===== config.mk =====
export PLATFORM = sky130hd
export DESIGN_NAME = timing_sequencer
export DESIGN_NICKNAME = d
export VERILOG_FILES = /design/src/rtl/cu_pkg.sv /design/src/rtl/onehot_decoder.sv /design/src/rtl/timing_sequencer.sv
export SDC_FILE = /design/constraint.sdc
export NUM_CORES = 1
export LEC_CHECK = 0
export CAP_MARGIN = 20
export CORE_MARGIN = 3
export CORE_UTILIZATION = 25
export CTS_CLUSTER_DIAMETER = 30
export CTS_CLUSTER_SIZE = 8
export DETAILED_ROUTE_END_ITERATION = 10
export PLACE_DENSITY = 0.47
export SLEW_MARGIN = 10
export SYNTH_ARGS = -nofsm -noshare
export SYNTH_HDL_FRONTEND = slang
export SYNTH_SLANG_ARGS = --single-unit

===== constraint.sdc =====
create_clock -name Clk -period 2 [get_ports Clk]
set_clock_uncertainty 0.1 [all_clocks]
set_input_delay 0.3 -clock Clk [delete_from_list [all_inputs] [get_ports Clk]]
set_output_delay 0.3 -clock Clk [all_outputs]
set_load 0.01 [all_outputs]

===== src/rtl/cu_pkg.sv =====
// -----------------------------------------------------------------------------
// cu_pkg -- shared definitions for the control unit timing path.
//
// Contents:
//   - STEP_T0..STEP_T15 : index constants naming each time step of the default
//                         16-step sequencer, so control-word logic can write
//                         timeSteps[STEP_T3] instead of a bare number.
//   - stepIdx_t         : step-index type sized for the default step count.
//   - stepAction_t      : the single action taken by the sequencer per edge.
// -----------------------------------------------------------------------------
package cu_pkg;

  localparam int DEFAULT_STEPS = 16;
  localparam int DEFAULT_CNT_W = $clog2(DEFAULT_STEPS);

  typedef logic [DEFAULT_CNT_W-1:0] stepIdx_t;

  localparam stepIdx_t STEP_T0  = stepIdx_t'(0);
  localparam stepIdx_t STEP_T1  = stepIdx_t'(1);
  localparam stepIdx_t STEP_T2  = stepIdx_t'(2);
  localparam stepIdx_t STEP_T3  = stepIdx_t'(3);
  localparam stepIdx_t STEP_T4  = stepIdx_t'(4);
  localparam stepIdx_t STEP_T5  = stepIdx_t'(5);
  localparam stepIdx_t STEP_T6  = stepIdx_t'(6);
  localparam stepIdx_t STEP_T7  = stepIdx_t'(7);
  localparam stepIdx_t STEP_T8  = stepIdx_t'(8);
  localparam stepIdx_t STEP_T9  = stepIdx_t'(9);
  localparam stepIdx_t STEP_T10 = stepIdx_t'(10);
  localparam stepIdx_t STEP_T11 = stepIdx_t'(11);
  localparam stepIdx_t STEP_T12 = stepIdx_t'(12);
  localparam stepIdx_t STEP_T13 = stepIdx_t'(13);
  localparam stepIdx_t STEP_T14 = stepIdx_t'(14);
  localparam stepIdx_t STEP_T15 = stepIdx_t'(15);

  // Exactly one of these is chosen on every rising edge; the priority order
  // Clear > Load > Enable > hold is resolved when the action is selected.
  typedef enum logic [2:0] {
    ACT_HOLD,
    ACT_CLEAR,
    ACT_LOAD,
    ACT_LOAD_ERR,
    ACT_ADVANCE
  } stepAction_t;

endpackage : cu_pkg


===== src/rtl/onehot_decoder.sv =====
// -----------------------------------------------------------------------------
// onehot_decoder -- purely combinational W-to-N one-hot decode.
//
// Parameters:
//   N : number of output lines.
//   W : index width.
// Ports:
//   Idx    in  W  index to decode.
//   OneHot out N  bit Idx set; all zero when Idx >= N (unreachable codes of a
//                 non-power-of-two step count must not light any strobe).
// -----------------------------------------------------------------------------
module onehot_decoder
  import cu_pkg::*;
#(
  parameter int N = DEFAULT_STEPS,
  parameter int W = DEFAULT_CNT_W
) (
  input  logic [W-1:0] Idx,
  output logic [N-1:0] OneHot
);

  always_comb begin
    // NOTE: every combinational output gets a default before any branch, so no
    // path leaves it unassigned and no latch is inferred.
    OneHot = '0;
    if (int'(Idx) < N) begin
      OneHot[Idx] = 1'b1;
    end
  end

endmodule : onehot_decoder


===== src/rtl/timing_sequencer.sv =====
// -----------------------------------------------------------------------------
// timing_sequencer -- instruction step counter and one-hot time-step strobes.
//
// Parameters:
//   STEPS   : number of time steps (2..64).
//   WRAP_EN : 1 = advancing past the last step wraps to 0 with a Wrap pulse;
//             0 = the counter saturates at the last step and flags Overrun.
//   CNT_W   : counter width, derived from STEPS.
// Ports:
//   Clk, Rst_n  : clock (rising edge) and asynchronous active-low reset.
//   Clear       : return to step 0 on the next edge (highest priority).
//   Load        : jump to LoadValue on the next edge.
//   LoadValue   : jump target; values >= STEPS are rejected and set LoadErr.
//   Enable      : advance one step; low means hold.
//   ErrClr      : clears the sticky Overrun / LoadErr flags.
//   StepCounter : current step, registered.
//   TimeSteps   : registered one-hot of StepCounter (T0..T(STEPS-1)).
//   Wrap        : one-cycle pulse on a last-step-to-0 advance.
//   Overrun     : sticky, Enable at the last step while saturating.
//   LoadErr     : sticky, Load with an out-of-range LoadValue.
// -----------------------------------------------------------------------------
module timing_sequencer
  import cu_pkg::*;
#(
  parameter int  STEPS   = 16,
  parameter bit  WRAP_EN = 1'b1,
  localparam int CNT_W   = $clog2(STEPS)
) (
  input  logic             Clk,
  input  logic             Rst_n,
  input  logic             Clear,
  input  logic             Load,
  input  logic [CNT_W-1:0] LoadValue,
  input  logic             Enable,
  input  logic             ErrClr,
  output logic [CNT_W-1:0] StepCounter,
  output logic [STEPS-1:0] TimeSteps,
  output logic             Wrap,
  output logic             Overrun,
  output logic             LoadErr
);

  localparam logic [CNT_W-1:0] LAST_STEP = CNT_W'(STEPS - 1);

  stepAction_t      action;
  logic [CNT_W-1:0] nextCount;
  logic [STEPS-1:0] nextSteps;
  logic             nextWrap;
  logic             setOverrun;
  logic             setLoadErr;
  logic             loadValid;
  logic             atLast;

  assign loadValid = int'(LoadValue) < STEPS;
  assign atLast    = StepCounter == LAST_STEP;

  // Resolve the priority once, so the datapath below only sees one action.
  always_comb begin
    // NOTE: every combinational output gets a default before any branch, so no
    // path leaves it unassigned and no latch is inferred.
    action = ACT_HOLD;
    if (Clear) begin
      action = ACT_CLEAR;
    end else if (Load) begin
      action = loadValid ? ACT_LOAD : ACT_LOAD_ERR;
    end else if (Enable) begin
      action = ACT_ADVANCE;
    end
  end

  always_comb begin
    nextCount  = StepCounter;
    nextWrap   = 1'b0;
    setOverrun = 1'b0;
    setLoadErr = 1'b0;
    unique case (action)
      ACT_CLEAR:    nextCount = '0;
      ACT_LOAD:     nextCount = LoadValue;
      ACT_LOAD_ERR: setLoadErr = 1'b1;  // rejected jump: counter holds
      ACT_ADVANCE: begin
        if (!atLast) begin
          nextCount = StepCounter + CNT_W'(1);
        end else if (WRAP_EN) begin
          nextCount = '0;
          nextWrap  = 1'b1;
        end else begin
          setOverrun = 1'b1;  // saturate at the last step
        end
      end
      default: ;
    endcase
  end

  // Decoding the next-state count lets TimeSteps be registered on the same edge
  // as StepCounter, so the strobes have zero latency relative to the counter.
  onehot_decoder #(
    .N (STEPS),
    .W (CNT_W)
  ) u_decoder (
    .Idx    (nextCount),
    .OneHot (nextSteps)
  );

  // NOTE: state registers use non-blocking assignments so every flop samples
  // the pre-edge values regardless of statement order.
  always_ff @(posedge Clk or negedge Rst_n) begin
    if (!Rst_n) begin
      StepCounter <= '0;
      TimeSteps   <= STEPS'(1);
      Wrap        <= 1'b0;
      Overrun     <= 1'b0;
      LoadErr     <= 1'b0;
    end else begin
      StepCounter <= nextCount;
      TimeSteps   <= nextSteps;
      Wrap        <= nextWrap;
      // A set condition wins over a simultaneous ErrClr.
      Overrun     <= setOverrun | (Overrun & ~ErrClr);
      LoadErr     <= setLoadErr | (LoadErr & ~ErrClr);
    end
  end

  // Codes >= STEPS can never be reached; catch them and any loss of one-hotness.
  assert property (@(posedge Clk) disable iff (!Rst_n)
                   (int'(StepCounter) < STEPS) && $onehot(TimeSteps));

endmodule : timing_sequencer

==> flow_metrics.py, run 1 <==
metrics = {
    "logic_synthesis": {
        "synth_warnings": 0,
        "synth-compound-area-share": 0.107,
        "synth_top_cell_by_area": "dfrtp_1",
        "synth_mux_area_frac": 0.0112,
        "synthXorXnorAreaFrac": 0,
        "ys_seq_elements": 23,
        "synthTopCellsByArea": "dfrtp_1, nor2_1, nor2b_1",
        "syn-cell-area_um2": 1000,
        "yosys.area_share.simple": 0.237,
        "synth_top_area_share": 0.549,
        "avgSynthCellArea_um2": 12.1,
        "synth_top_family_by_area": "simple AND/OR/NAND/NOR gates",
        "synth_nets": 94,
        "synthDistinctLibCells": 32,
        "ys_seq_area_frac": 0.575,
        "synth_adder_area_share": 0.0125,
        "syn_inst": 83,
    },
    "finish": {
        "drive_above_1_share": 0.248,
        "final_cell_mix": "clkdlybuf4s50_1, dfrtp_1, buf_4",
        "area_delta_synth_final_pct": 55.1,
        "fillers": 364,
        "register_area_um2": 577,
        "n_antenna_cell": 0,
        "multi_input_area_um2": 382,
        "final_common_cell": "clkdlybuf4s50_1",
        "nNetsFinal": 145,
        "final_cell_count_no_fill": 181,
    },
    "global_route": {
        "antenna_found_initial": 0,
        "grt_pass1_vias": 808,
        "grt_pass1_wl_um": 3780,
        "grt_max_degree": 24,
        "track_usage": 0.0956,
        "overflow": 0,
    },
    "pwr": {
        "p_leak_nw": 0.688,
        "power_density_nw_per_um2": 622,
        "ir_drop_v": 0.000223,
    },
    "worst_setup_path": {
        "startpoint_type": "flip-flop",
        "path_cells": "ha_1 > and4b_1 > or4_1 > buf_4 > clkinv_8 > nand4_4 > nor2_2",
        "cp_max_fo": 9,
        "crit-reg2reg-launch": "StepCounter[0]",
        "cp.required_ns": 2.09,
        "critPathSlowestCell": "or4_1",
        "path_buf_inv": 2,
        "rr_endpoint": "TimeSteps[12]",
        "crit_path_end_kind": "flip-flop",
        "path_depth": 7,
        "path_class": "reg2reg",
        "rr_worst_depth": 7,
        "r2r_setup_slack_ns": 0.11,
        "arrival_ns": 1.98,
        "cp_slowest_stage_delay_ns": 0.47,
        "critPathTopFamily": "simple AND/OR/NAND/NOR gates",
    },
    "route": {
        "drtIter0Drc": 6,
        "drc": 0,
        "viasPerCell": 4.42,
        "wl_um": 2170,
        "drt_pass1_iterations": 4,
        "vias": 800,
        "wl_per_cell_um": 12.0,
        "ant_nets": 0,
    },
    "flow_run": {
        "cap_violations": 0,
    },
    "cts": {
        "cts_tree": "built",
        "cts_sinks": 23,
        "clk_path_buf_depth": 2,
        "insertion_delay_ns": 0.25,
        "cts_setup_buffers": 0,
        "clk_pin_slew_worst_paths_ns": 0.08,
        "clockRootBuffer": "clkbuf_8",
        "cts_made_buffers": 3,
        "h-tree-depth": 1,
        "cts_hold_repair.buffers": 0,
    },
    "placement": {
        "portBuffers": 32,
        "routabilityCongestion": 0.799,
        "place_inst": 177,
        "dp_hpwl_um": 1720,
    },
    "sta": {
        "tightest_slew_ns": 0.382,
        "grt_setup_unrepaired": "no",
        "fmax_mhz": 530,
        "hold_ws_ns": 0.296,
        "slew-limit-headroom": 0.744,
        "setup_violations": 0,
        "min_period_ns": 1.89,
        "slew_violations": 0,
        "period_share": 0.944,
        "hold_viol": 0,
    },
    "die": {
        "io_pins": 33,
        "initial_core_util": 0.266,
        "row_count": 22,
        "fp.dieH_um": 69.4,
        "coreArea_um2": 3770,
        "die_area_um2": 4810,
        "die_w_um": 69.4,
    },
    "min_path": {
        "hold_class": "in2async",
    },
    "status": {
        "outcome": "finished clean",
    },
}
state kept, by name, summed over array words and instances, names as in the netlist:
| register | count |
|---|---|
| TimeSteps | 16 |
| Overrun | 1 |
| LoadErr | 1 |
| Wrap | 1 |
| StepCounter | 4 |
cell usage after synthesis, drive strengths merged:
master / instances
and4b: 2
buf: 3
o211ai: 4
nand2: 2
inv: 3
nor2b: 5
nor3: 5
nand3: 2
or3: 1
or4: 1
clkinv: 1
a211oi: 1
dfrtp: 22
o221ai: 1
a31o: 1
nor4b: 1
ha: 1
nand4b: 1
dfstp: 1
a31oi: 2
nand4: 4
mux2: 1
nand2b: 1
o21ai: 1
and4: 1
o31ai: 1
nor2: 14
cells by family after synthesis:
group / Yosys count
muxes: 1
adders and majority gates: 1
DFF: 23
buffers and inverters: 7
AOI/OAI and AO/OA: 11
and+or+nand+nor: 40
layout make-up:
type	instances	share of cell area
flip-flops and latches	23	0.371
repair buffers	49	0.297
multi-input cells	53	0.245
well taps	48	0.0386
clock buffers	4	0.0289
inverters	4	0.0193
worst register-to-register path, cell delays in order, from the launching register on:
cell and delay, ns:
dfrtp_1 0.38, ha_1 0.22, and4b_1 0.18, or4_1 0.47, buf_4 0.20, clkinv_8 0.06
nand4_4 0.10, nor2_2 0.11
stage by stage:
stage                     total power, mW   util  setup slack (ns)  instance area [µm²]  setup TNS [ns]
after detailed placement            0.710  0.397            -0.176                 1500           -2.29
after global placement              0.709  0.397            -0.127                 1500           -1.68
after floorplan                     0.594      -             0.108                 1000               0
final                               0.968  0.413             0.112                 1560               0
after global routing                 1.03  0.413           0.00224                 1560               0
after CTS                           0.982  0.409            0.0798                 1540               0
routing by layer:
| metal | up-vias | wire length (µm) | GRT usage |
|---|---|---|---|
| met2 | 19 | 1050 | 0.159 |
| li1 | 399 | - | - |
| met3 | 2 | 110 | 0.0319 |
| met5 | - | 0 | 0 |
| met1 | 380 | 985 | 0.121 |
| met4 | 0 | 21 | 0.0195 |
how the worst max path moves through the flow:
stage | from | to | slack [ns]
finish | StepCounter[0] | TimeSteps[12] | 0.11
global route | StepCounter[1] | TimeSteps[14] | 0.002
floorplan | StepCounter[0] | TimeSteps[12] | 0.11
global placement | Load | TimeSteps[12] | -0.13
detailed placement | Load | TimeSteps[4] | -0.18
CTS | Load | TimeSteps[12] | 0.08
timing repair:
| action | in CTS | in global routing |
|---|---|---|
| endpoints found under the hold margin | 0 | 0 |
| endpoints found under the setup margin | 0 | 6 |
| resized for setup | 0 | 3 |
where the power goes:
part,internal (mW),switching [mW],total [mW]
registers,0.486,0.00950,0.495
clock network,0.141,0.128,0.269
logic,0.108,0.0958,0.204
Note: power is estimated with default switching activity, not from simulation.
==> inputs of run 2 (changes only) <==
Settings changed: CAP_MARGIN 20 to unset.
==> results of run 2 <==
No change in the layout: final DEF, timing and power equal those of run 1.
